### src/rtl/mux4x1_rr_sel.sv
// Round-robin select generator driving the 2-bit select of a 4:1 mux, with bounded grant hold.
// Optional MUX_SEL_LOCK_EN adds a `lock` input that suspends hold expiry while asserted.
module mux4x1_rr_sel #(
   parameter int unsigned HOLD_MAX = 4
) (
   input  logic       clk,
   input  logic       rst_n,
   input  logic [3:0] req,
   input  logic       rel,
`ifdef MUX_SEL_LOCK_EN
   input  logic       lock,
`endif
   output logic [1:0] sel,
   output logic [3:0] gnt,
   output logic       valid,
   output logic [7:0] hold_cnt
);

   typedef enum logic {IDLE, GRANT} state_t;

   localparam logic [7:0] HOLD_LAST = 8'(HOLD_MAX - 1);

   state_t     state, state_nx;
   logic [1:0] last, last_nx;
   logic [1:0] sel_nx;
   logic [3:0] gnt_nx;
   logic       valid_nx;
   logic [7:0] hold_nx;
   logic [3:0] drop_mask, cand;
   logic [2:0] pick;
   logic       expired, end_cond;

   // Returns {found, channel}: first set bit of cand searching start+1 .. start+4 (mod 4).
   function automatic logic [2:0] rr_pick(input logic [3:0] c, input logic [1:0] start);
      logic [2:0] r;
      logic [1:0] idx;
      r = 3'b000;
      for (int k = 4; k >= 1; k--) begin
         idx = start + 2'(k);
         if (c[idx]) r = {1'b1, idx};
      end
      return r;
   endfunction

   always_comb begin
      state_nx  = state;
      last_nx   = last;
      sel_nx    = sel;
      gnt_nx    = gnt;
      valid_nx  = valid;
      hold_nx   = hold_cnt;
      // A released channel may not win the same-edge re-arbitration.
      drop_mask = (state == GRANT && rel) ? (4'b0001 << sel) : 4'b0000;
      cand      = req & ~drop_mask;
      pick      = rr_pick(cand, last);
`ifdef MUX_SEL_LOCK_EN
      expired   = !lock && (hold_cnt >= HOLD_LAST);
`else
      expired   = (hold_cnt >= HOLD_LAST);
`endif
      end_cond  = rel || !req[sel] || expired;

      case (state)
         IDLE: begin
            valid_nx = 1'b0;
            gnt_nx   = 4'b0000;
            hold_nx  = 8'd0;
            if (pick[2]) begin
               state_nx = GRANT;
               sel_nx   = pick[1:0];
               gnt_nx   = 4'b0001 << pick[1:0];
               valid_nx = 1'b1;
               last_nx  = pick[1:0];
            end
         end
         GRANT: begin
            if (!end_cond) begin
               hold_nx = (hold_cnt == 8'hFF) ? hold_cnt : hold_cnt + 8'd1;
            end else if (pick[2]) begin
               sel_nx   = pick[1:0];
               gnt_nx   = 4'b0001 << pick[1:0];
               valid_nx = 1'b1;
               hold_nx  = 8'd0;
               last_nx  = pick[1:0];
            end else begin
               state_nx = IDLE;
               gnt_nx   = 4'b0000;
               valid_nx = 1'b0;
               hold_nx  = 8'd0;
            end
         end
         default: state_nx = IDLE;
      endcase
   end

   always_ff @(posedge clk or negedge rst_n) begin
      if (!rst_n) begin
         state    <= IDLE;
         last     <= 2'd3;
         sel      <= 2'd0;
         gnt      <= 4'b0000;
         valid    <= 1'b0;
         hold_cnt <= 8'd0;
      end else begin
         state    <= state_nx;
         last     <= last_nx;
         sel      <= sel_nx;
         gnt      <= gnt_nx;
         valid    <= valid_nx;
         hold_cnt <= hold_nx;
      end
   end

   a_gnt_onehot0 : assert property (@(posedge clk) disable iff (!rst_n) $onehot0(gnt));
   a_gnt_valid   : assert property (@(posedge clk) disable iff (!rst_n) ((gnt != 4'b0000) == valid));
   a_gnt_sel     : assert property (@(posedge clk) disable iff (!rst_n) (valid -> (gnt == (4'b0001 << sel))));

endmodule
### config.mk
export PLATFORM = sky130hd
export DESIGN_NAME = mux4x1_rr_sel
export DESIGN_NICKNAME = d
export VERILOG_FILES = /design/src/rtl/mux4x1_rr_sel.sv
export SDC_FILE = /design/constraint.sdc
export NUM_CORES = 1
export LEC_CHECK = 0
export ABC_AREA = 1
export CAP_MARGIN = 5
export CELL_PAD_IN_SITES_DETAIL_PLACEMENT = 1
export CELL_PAD_IN_SITES_GLOBAL_PLACEMENT = 2
export CORE_ASPECT_RATIO = 0.8
export CORE_UTILIZATION = 34
export DETAILED_ROUTE_END_ITERATION = 8
export DONT_BUFFER_PORTS = 1
export PLACE_DENSITY = 0.75
export SKIP_CTS_REPAIR_TIMING = 1
export SLEW_MARGIN = 20
export SYNTH_ARGS = -nofsm -noshare
export SYNTH_HDL_FRONTEND = slang
export SYNTH_SLANG_ARGS = --single-unit
### constraint.sdc
create_clock -name clk -period 2.09 [get_ports clk]
set_clock_uncertainty 0.1 [all_clocks]
set_input_delay 0.3135 -clock clk [delete_from_list [all_inputs] [get_ports clk]]
set_output_delay 0.3135 -clock clk [all_outputs]
set_load 0.01 [all_outputs]
==> flow_summary.yaml, run 1 <==
drt:
  dr.pass1.iters: 2
  num_vias: 786
  drtIter0Drc: 19
  ant_nets: 0
  drc: 0
  wl_per_cell_um: 12.6
  viasPerCell: 4.71
  routed_wl_um: 2100
pwr:
  ir_drop_mv: 0.594
  pwr-share-seq: 0.337
  p_int_w: 0.000919
  power_per_cell_area_nw_per_um2: 1700
  power.share.switching: 0.497
  p_leak_nw: 0.555
  clockPowerShare: 0.115
  p_sw_w: 0.000907
  p_comb_frac: 0.548
synthesis:
  synth.top_cell.area_share: 0.411
  ys_ff_latch: 18
  avgSynthCellArea_um2: 7.99
  yosysTopAreaCell: "dfrtp_1"
  synthArstFlopShare: 1.00
  synthTopCellsByArea: "dfrtp_1, nand2_1, nand2_2"
  synth_cell_type_count: 21
  synth-edff-count: 0
  syn-cell-area_um2: 975
  synth-main-ff-cell: "dfrtp_1"
  yosysWarnings: 0
  synth_common_cells: "nand2_1, dfrtp_1, nand3_1, nand2_2, inv_1"
  netlist_instances: 122
  yosysMostFrequentCell: "nand2_1"
  ys_seq_area_frac: 0.465
floorplan:
  num_rows: 16
  die_w_um: 61.9
  fp.coreArea_um2: 2580
  die_h_um: 49.9
  io_pins: 22
  dieArea_um2: 3090
  initial_utilization: 0.377
critical_path:
  end_kind: "flip-flop"
  slowest_stage: "dfrtp_1"
  worstPathCellList: "ha_1, nor3_1, and2_1, nand2_2, inv_1, a21oi_1, nand3_1, o21ai_0"
  crit_fanout: 6
  max_stage_delay_ns: 0.44
  critPathArrivalTime_ns: 1.90
  critPathKind: "reg -> reg"
  start_kind: "flip-flop"
  cp_data_required_time_ns: 2.17
timing:
  rsz0062_at_grt: "no"
  period_share: 0.871
  slew_headroom: 0.459
  tns_ns: 0
  drv_slew: 0
  fmax_ghz: 0.550
  worstMarginPinSlew_ns: 0.809
  final-hold-violation-count: 0
  finalSetupViolations: 0
  fin_crit_ns: 1.82
cells_and_area:
  syn2layout_area_growth_pct: 10.1
  antenna_cells: 0
  nets: 140
  final_layout_size_suffix_gt1_frac: 0.237
  final_cells: 167
  finalInstanceArea_um2: 1070
clock_tree:
  cts.sinks: 18
  path_clk_slew_ns: 0.10
  numCtsBuffers: 3
  root_buffer: "clkbuf_4"
  htreeDepth: 1
  clk_latency_ns: 0.29
  cts_tree: "built"
  clockBufferDepth: 2
global_routing:
  overflow: 0
  grt_pass1_vias: 733
  grt_antenna_before_repair: 0
  grt_max_degree: 19
  grt_pass1_wl_um: 3350
  grt_use_total: 0.150
placement:
  place_congestion: 0.750
  dp_cells: 162
  dp.final_hpwl_um: 1700
  numPortBuffers: 0
  placed_area_um2: 1030
job:
  cap_violations: 0
run_status:
  status: "complete, no violations"
hold_path:
  hp-class: "in -> reg"
## cells by family after synthesis
group | count (synthesis) | synth area share
AND/OR/NAND/NOR | 77 | 0.392
AO/OA/AOI/OAI | 8 | 0.0411
adder cells (fa/ha/maj) | 1 | 0.0128
XOR/XNOR | 1 | 0.0167
flip-flops | 18 | 0.465
buffers and inverters | 16 | 0.0693
other | 1 | 0.00385
## sequential cells by signal, indices dropped and copies added, names as in the netlist
signal,count
hold_cnt,8
last,2
valid,1
sel,2
state,1
gnt,4
## power by group through the flow
| stage | Combinational [W] | Sequential (W) | Clock, W |
|---|---|---|---|
| after floorplan | 0.000852 | 0.000572 | 0 |
| after global placement | 0.000981 | 0.000622 | 0 |
| after detailed placement | 0.000994 | 0.000622 | 0 |
| after CTS | 0.00101 | 0.000617 | 0.000222 |
| after global routing | 0.00113 | 0.000629 | 0.000234 |
| final | 0.00100 | 0.000615 | 0.000210 |
## stage by stage
stage               hold WS, ns  worst slack [ns]  power (W)   util
floorplan               -0.0821             0.506    0.00142      -
global placement        -0.0818             0.237    0.00160  0.398
detailed placement      -0.0818             0.250    0.00162  0.398
CTS                      -0.415             0.235    0.00184  0.412
global route              0.263            0.0982    0.00200  0.416
finish                    0.264             0.270    0.00183  0.416
## cell type report
class | instances | area [µm²]
Fill cell | 340 | 1510
Multi-Input combinational cell | 93 | 473
Sequential cell | 18 | 453
Inverter | 15 | 56.3
Tap cell | 36 | 45.0
Clock buffer | 4 | 36.3
Timing Repair Buffer | 1 | 10.0
## per-layer routing
metal  global-route usage  wire length, µm
met2                0.211              880
met4               0.0333                0
met5                    0                0
met3               0.0525              118
met1                0.218             1100
## path summary, 6_finish.rpt
kind                                  start  depth (start not counted)  slack (ns)     endpoint
max in group asynchronous             rst_n                          1        0.94       gnt[2]
worst min-delay path                 req[1]                          4        0.26        state
worst max register to register  hold_cnt[0]                          8        0.27       sel[0]
worst max-delay path            hold_cnt[0]                          8        0.27       sel[0]
min in group asynchronous             rst_n                          1        0.45  hold_cnt[2]
worst min register to register  hold_cnt[0]                          1        0.45  hold_cnt[0]
## layout by cell type (no fill, tap or decap)
master	n
nand2_2	10
dfrtp_1	16
nand2_4	1
nor3_1	3
nand2_1	36
a21oi_1	5
clkbuf_4	3
nand4_1	5
inv_2	7
ha_1	1
conb_1	6
nand3_1	11
dfstp_2	2
nand3_2	2
inv_1	8
clkbuf_8	1
nor2_4	1
nor2_1	4
dlygate4sd3_1	1
o21ai_0	3
and2_1	1
xnor2_2	1
nor2_2	3
## worst max-delay path: cells and delay by family, from the launching register on
family | cells | cell delay, ns
compound gates | 2 | 0.19
buf+inv | 1 | 0.18
fa+ha+maj | 1 | 0.24
simple gates | 4 | 0.56
flops | 1 | 0.44
No activity file was read; power rests on OpenSTA's default activity.
==> inputs of run 2 (changes only) <==
--- a/config.mk
+++ b/config.mk
@@ -10,10 +10,12 @@
 export CELL_PAD_IN_SITES_DETAIL_PLACEMENT = 1
 export CELL_PAD_IN_SITES_GLOBAL_PLACEMENT = 2
 export CORE_ASPECT_RATIO = 0.8
-export CORE_UTILIZATION = 34
+export CORE_UTILIZATION = 37
+export CTS_BUF_LIST = sky130_fd_sc_hd__clkbuf_8
 export DETAILED_ROUTE_END_ITERATION = 8
 export DONT_BUFFER_PORTS = 1
-export PLACE_DENSITY = 0.75
+export MAX_ROUTING_LAYER = met4
+export PLACE_DENSITY = 0.8
 export SKIP_CTS_REPAIR_TIMING = 1
 export SLEW_MARGIN = 20
 export SYNTH_ARGS = -nofsm -noshare
==> constraint.sdc (replaced) <==
create_clock -name clk -period 1.7 [get_ports clk]
set_clock_uncertainty 0.1 [all_clocks]
set_input_delay 0.255 -clock clk [delete_from_list [all_inputs] [get_ports clk]]
set_output_delay 0.255 -clock clk [all_outputs]
set_load 0.01 [all_outputs]
==> run 2 against run 1 <==
Against the previous run: the run now ends with negative setup slack left; worst hold slack gained 0.0037 ns; power grew 60%; routed wire length grew 21%; via count grew 11%; critical path type unchanged; die area shrank 7.8%; final cell count grew 9.6%; combinational power grew 82%; largest cell class unchanged; largest power group unchanged; final area grew 21%.
==> flow_summary.yaml, run 2 (synthesized netlist as in run 1, its figures left out) <==
floorplan:
  die_w_um: 59.4
  num_rows: 16
  die_h_um: 47.9
  initial_utilization: 0.396
  dieArea_um2: 2840
  fp.coreArea_um2: 2460
  io_pins: 22
pwr:
  pwr-share-seq: 0.260
  p_comb_frac: 0.622
  clockPowerShare: 0.118
  p_sw_w: 0.00140
  p_leak_nw: 0.657
  power_per_cell_area_nw_per_um2: 2250
  fin_total_pwr_w: 0.00292
  p_int_w: 0.00152
  power.share.switching: 0.479
  ir_drop_mv: 1.17
global_routing:
  grt_use_total: 0.208
  grt_pass1_vias: 838
  grt_pass1_wl_um: 3940
  overflow: 0
  grt_antenna_before_repair: 0
  grt_max_degree: 19
timing:
  rsz0062_at_grt: "yes"
  slew_headroom: 0.468
  worstMarginPinSlew_ns: 0.796
  drv_slew: 0
  final-hold-violation-count: 0
  fmax_ghz: 0.558
  hold_ws_ns: 0.268
  period_share: 1.05
  fin_crit_ns: 1.79
  setup_slack_ns: -0.0934
  finalSetupViolations: 9
critical_path:
  rr_worst_depth: 9
  end_kind: "flip-flop"
  cp_common_cell: "nand2_2"
  cp_data_required_time_ns: 1.78
  r2r_slack_ns: -0.09
  critPathArrivalTime_ns: 1.87
  worstPathCellList: "inv_4, nand3_2, nand2_2, nand2_2, nand2_4, nor2_4, a21oi_1, buf_4, o21ai_0"
  critPathKind: "reg -> reg"
  max_stage_delay_ns: 0.68
  slowest_stage: "dfstp_2"
  crit_fanout: 7
  start_kind: "flip-flop"
drt:
  routed_wl_um: 2550
  num_vias: 871
  ant_nets: 0
  wl_per_cell_um: 13.9
  viasPerCell: 4.76
  dr.pass1.iters: 4
  drtIter0Drc: 17
  drc: 0
cells_and_area:
  final_cell_mix: "nand2_1, nand2_2, buf_4"
  nets: 156
  seq_area_um2: 455
  fill_cells: 306
  biggestRegsByFlops: "hold_cnt x8, gnt x4"
  regMostFlops: "hold_cnt"
  antenna_cells: 0
  syn2layout_area_growth_pct: 33.1
  multi_input_area_um2: 553
  largest_register_ff_count: 8
  layout_commonest_cell: "nand2_1"
  final_layout_size_suffix_gt1_frac: 0.449
clock_tree:
  root_buffer: "clkbuf_8"
  path_clk_slew_ns: 0.07
  numCtsBuffers: 3
  clk_latency_ns: 0.25
  cts.sinks: 18
  htreeDepth: 1
  cts_tree: "built"
  clockBufferDepth: 2
placement:
  place_ws_ns: -0.0840
  dp.final_hpwl_um: 1930
  numPortBuffers: 0
  place_congestion: 0.771
run_status:
  status: "finished with violations"
  violations: "negative setup slack"
hold_path:
  hp-class: "in -> reg"
  hold-path-cell-count: 4
job:
  cap_violations: 0
-- run 2: changes by cell type in the layout (fill, tap and decap cells not counted), sizes merged --
cell,before,now
buf,0,16
-- run 2: cell type report --
cell class / count / share of cell area
clock buffers: 4 / 0.0424
multi-input cells: 93 / 0.426
repair buffers: 17 / 0.100
well taps: 36 / 0.0347
inverters: 15 / 0.0453
flip-flops and latches: 18 / 0.351
-- run 2: worst paths after layout --
check                      startpoint       to
min in group asynchronous       rst_n   gnt[2]
setup / recovery              last[0]  last[0]
hold reg to reg                gnt[1]   gnt[1]
max in group asynchronous       rst_n   sel[1]
setup reg to reg              last[0]  last[0]
hold / removal                 req[2]    state
-- run 2: worst max-delay path: cells and delay by family, from the launching register on --
family / cells / cell delay, ns
AND/OR/NAND/NOR: 5 / 0.45
buffers and inverters: 2 / 0.23
AO/OA/AOI/OAI: 2 / 0.25
flip-flops: 1 / 0.68
-- run 2: layer usage --
metal / share of wire / vias up / global-route usage
li1: - / 431 / -
met3: 0.037 / 4 / 0.0595
met2: 0.48 / 16 / 0.317
met5: 0 / - / -
met4: 0.011 / 0 / 0.0714
met1: 0.47 / 420 / 0.266
-- run 2: power groups by stage --
stage / clock [W] / sequential (W) / combinational, W
floorplan: 0 / 0.000704 / 0.00105
global placement: 0 / 0.000728 / 0.00140
detailed placement: 0 / 0.000735 / 0.00143
CTS: 0.000355 / 0.000729 / 0.00146
global route: 0.000379 / 0.000775 / 0.00201
finish: 0.000345 / 0.000760 / 0.00182
-- run 2: per-stage QoR --
step	area, µm²	setup TNS [ns]	cells	util
final	1300	-0.569	183	0.527
after global routing	1300	-1.45	183	0.527
after CTS	1190	-0.439	180	0.482
after detailed placement	1130	-0.208	176	0.460
after global placement	1130	-0.000166	176	0.460
after floorplan	993	0	127	-
==> inputs of run 3 (changes only) <==
--- a/config.mk
+++ b/config.mk
@@ -7,10 +7,10 @@
 export LEC_CHECK = 0
 export ABC_AREA = 1
 export CAP_MARGIN = 5
-export CELL_PAD_IN_SITES_DETAIL_PLACEMENT = 1
-export CELL_PAD_IN_SITES_GLOBAL_PLACEMENT = 2
+export CELL_PAD_IN_SITES_DETAIL_PLACEMENT = 0
+export CELL_PAD_IN_SITES_GLOBAL_PLACEMENT = 1
 export CORE_ASPECT_RATIO = 0.8
-export CORE_UTILIZATION = 37
+export CORE_UTILIZATION = 47
 export CTS_BUF_LIST = sky130_fd_sc_hd__clkbuf_8
 export DETAILED_ROUTE_END_ITERATION = 8
 export DONT_BUFFER_PORTS = 1
==> run 3 against run 2 <==
Against the previous run: sequential cell count unchanged; sequential power increased by 0.5%; worst hold slack improved by 0.025 ns; fmax increased by 0.24%; clock-buffer cell count unchanged; clock power decreased by 2%; utilization increased by 11 points; largest power group unchanged; critical endpoint is now gnt[0]; setup slack improved by 0.0043 ns; the run still ends with negative setup slack left; die area decreased by 21%; critical path depth increased by 1; via count decreased by 5.3%.
==> flow_summary.yaml, run 3 (synthesized netlist as in run 1, its figures left out) <==
clock_tree:
  path_clk_slew_ns: 0.07
  clockBufferDepth: 2
  cts.sinks: 18
  numCtsBuffers: 3
  clk_latency_ns: 0.25
  cts_tree: "built"
  root_buffer: "clkbuf_8"
  htreeDepth: 1
placement:
  place_ws_ns: 0.00215
  numPortBuffers: 0
  dp_cells: 158
  place_congestion: 0.881
  dp.final_hpwl_um: 1650
pwr:
  power.share.switching: 0.472
  ir_drop_mv: 1.64
  p_sw_w: 0.00126
  p_int_w: 0.00141
  clockPowerShare: 0.126
  pwr-share-seq: 0.286
  p_leak_nw: 0.626
  p_comb_frac: 0.588
  power_per_cell_area_nw_per_um2: 2200
cells_and_area:
  largest_register_ff_count: 8
  layout_commonest_cell: "nand2_1"
  nets: 150
  final_cells: 165
  fill_cells: 175
  final_util: 0.638
  biggestRegsByFlops: "hold_cnt x8, gnt x4"
  antenna_cells: 0
  syn2layout_area_growth_pct: 24.9
  final_cell_mix: "nand2_1, nand2_2, dfrtp_1"
  regMostFlops: "hold_cnt"
  final_layout_size_suffix_gt1_frac: 0.383
floorplan:
  die_h_um: 42.7
  fp.coreArea_um2: 1910
  io_pins: 22
  initial_utilization: 0.510
  dieArea_um2: 2260
  die_w_um: 52.9
  num_rows: 14
run_status:
  status: "finished with violations"
  violations: "negative setup slack"
timing:
  final-hold-violation-count: 0
  tns_ns: -0.390
  fin_crit_ns: 1.79
  period_share: 1.05
  rsz0062_at_grt: "yes"
  worstMarginPinSlew_ns: 0.774
  drv_slew: 0
  finalSetupViolations: 9
  fmax_ghz: 0.559
  setup_slack_ns: -0.0891
  slew_headroom: 0.482
drt:
  drc: 0
  viasPerCell: 5.00
  routed_wl_um: 2090
  drtIter0Drc: 20
  num_vias: 825
  wl_per_cell_um: 12.7
  dr.pass1.iters: 4
  ant_nets: 0
critical_path:
  critPathArrivalTime_ns: 1.83
  max_stage_delay_ns: 0.67
  crit_fanout: 7
  cp_common_cell: "nand2_1"
  cp_data_required_time_ns: 1.74
  slowest_stage: "dfstp_2"
  end_kind: "flip-flop"
  start_kind: "flip-flop"
  critPathKind: "reg -> reg"
  worstPathCellList: "xnor2_4, inv_2, nand2_1, nand2_2, nor2_4, nand2_2, nand2_4, nor2_4, nand2_1, nand2_1"
job:
  cap_violations: 0
global_routing:
  grt_pass1_vias: 755
  grt_pass1_wl_um: 3330
  grt_max_degree: 19
  grt_antenna_before_repair: 0
  grt_use_total: 0.217
  overflow: 0
hold_path:
  hp-class: "in -> reg"
==> run 3: cell count changes in the layout (fill, tap and decap cells not counted), sizes merged <==
| cell | delta |
|---|---|
| buf | -6 |
==> run 3: worst paths after layout <==
| kind | from | to | slack (ns) | cells past startpoint |
|---|---|---|---|---|
| worst max-delay path | last[0] | gnt[0] | -0.09 | 10 |
| worst min-delay path | req[1] | state | 0.29 | 4 |
| worst max register to register | last[0] | gnt[0] | -0.09 | 10 |
| worst min register to register | gnt[2] | gnt[2] | 0.45 | 2 |
| max in group asynchronous | rst_n | sel[1] | 0.54 | 1 |
| min in group asynchronous | rst_n | gnt[1] | 0.43 | 1 |
==> run 3: power groups by stage <==
stage | Combinational [W] | Clock (W) | Sequential, W
CTS | 0.00130 | 0.000347 | 0.000735
floorplan | 0.00105 | 0 | 0.000704
global placement | 0.00129 | 0 | 0.000732
detailed placement | 0.00129 | 0 | 0.000742
finish | 0.00157 | 0.000338 | 0.000764
global route | 0.00175 | 0.000368 | 0.000779
==> run 3: metal layers <==
metal / vias up / global-route usage / share of wire
met2: 25 / 0.306 / 0.47
met5: - / - / 0
met1: 378 / 0.303 / 0.45
li1: 420 / - / -
met3: 2 / 0.0753 / 0.074
met4: 0 / 0.0474 / 0.0048
==> run 3: area by class of cell <==
cell class / instances / area (µm²) / share of cell area
sequential: 18 / 455 / 0.374
timing repair buffer: 11 / 88.8 / 0.0730
multi-input combinational: 93 / 529 / 0.435
tap: 24 / 30.0 / 0.0247
inverter: 15 / 58.8 / 0.0483
clock buffer: 4 / 55.1 / 0.0452
==> run 3: worst max-delay path, delay by kind of cell, from the launching register on <==
kind | cells | cell delay, ns
xor gates and xnor gates | 1 | 0.18
buffers and inverters | 1 | 0.06
DFF | 1 | 0.67
and+or+nand+nor | 8 | 0.67
==> run 3: through the flow <==
| step | area, µm² | hold slack [ns] | total power (W) |
|---|---|---|---|
| global placement | 1070 | -0.140 | 0.00202 |
| detailed placement | 1070 | -0.140 | 0.00203 |
| finish | 1220 | 0.294 | 0.00267 |
| global route | 1220 | 0.306 | 0.00290 |
| CTS | 1130 | -0.412 | 0.00238 |
| floorplan | 993 | -0.141 | 0.00175 |
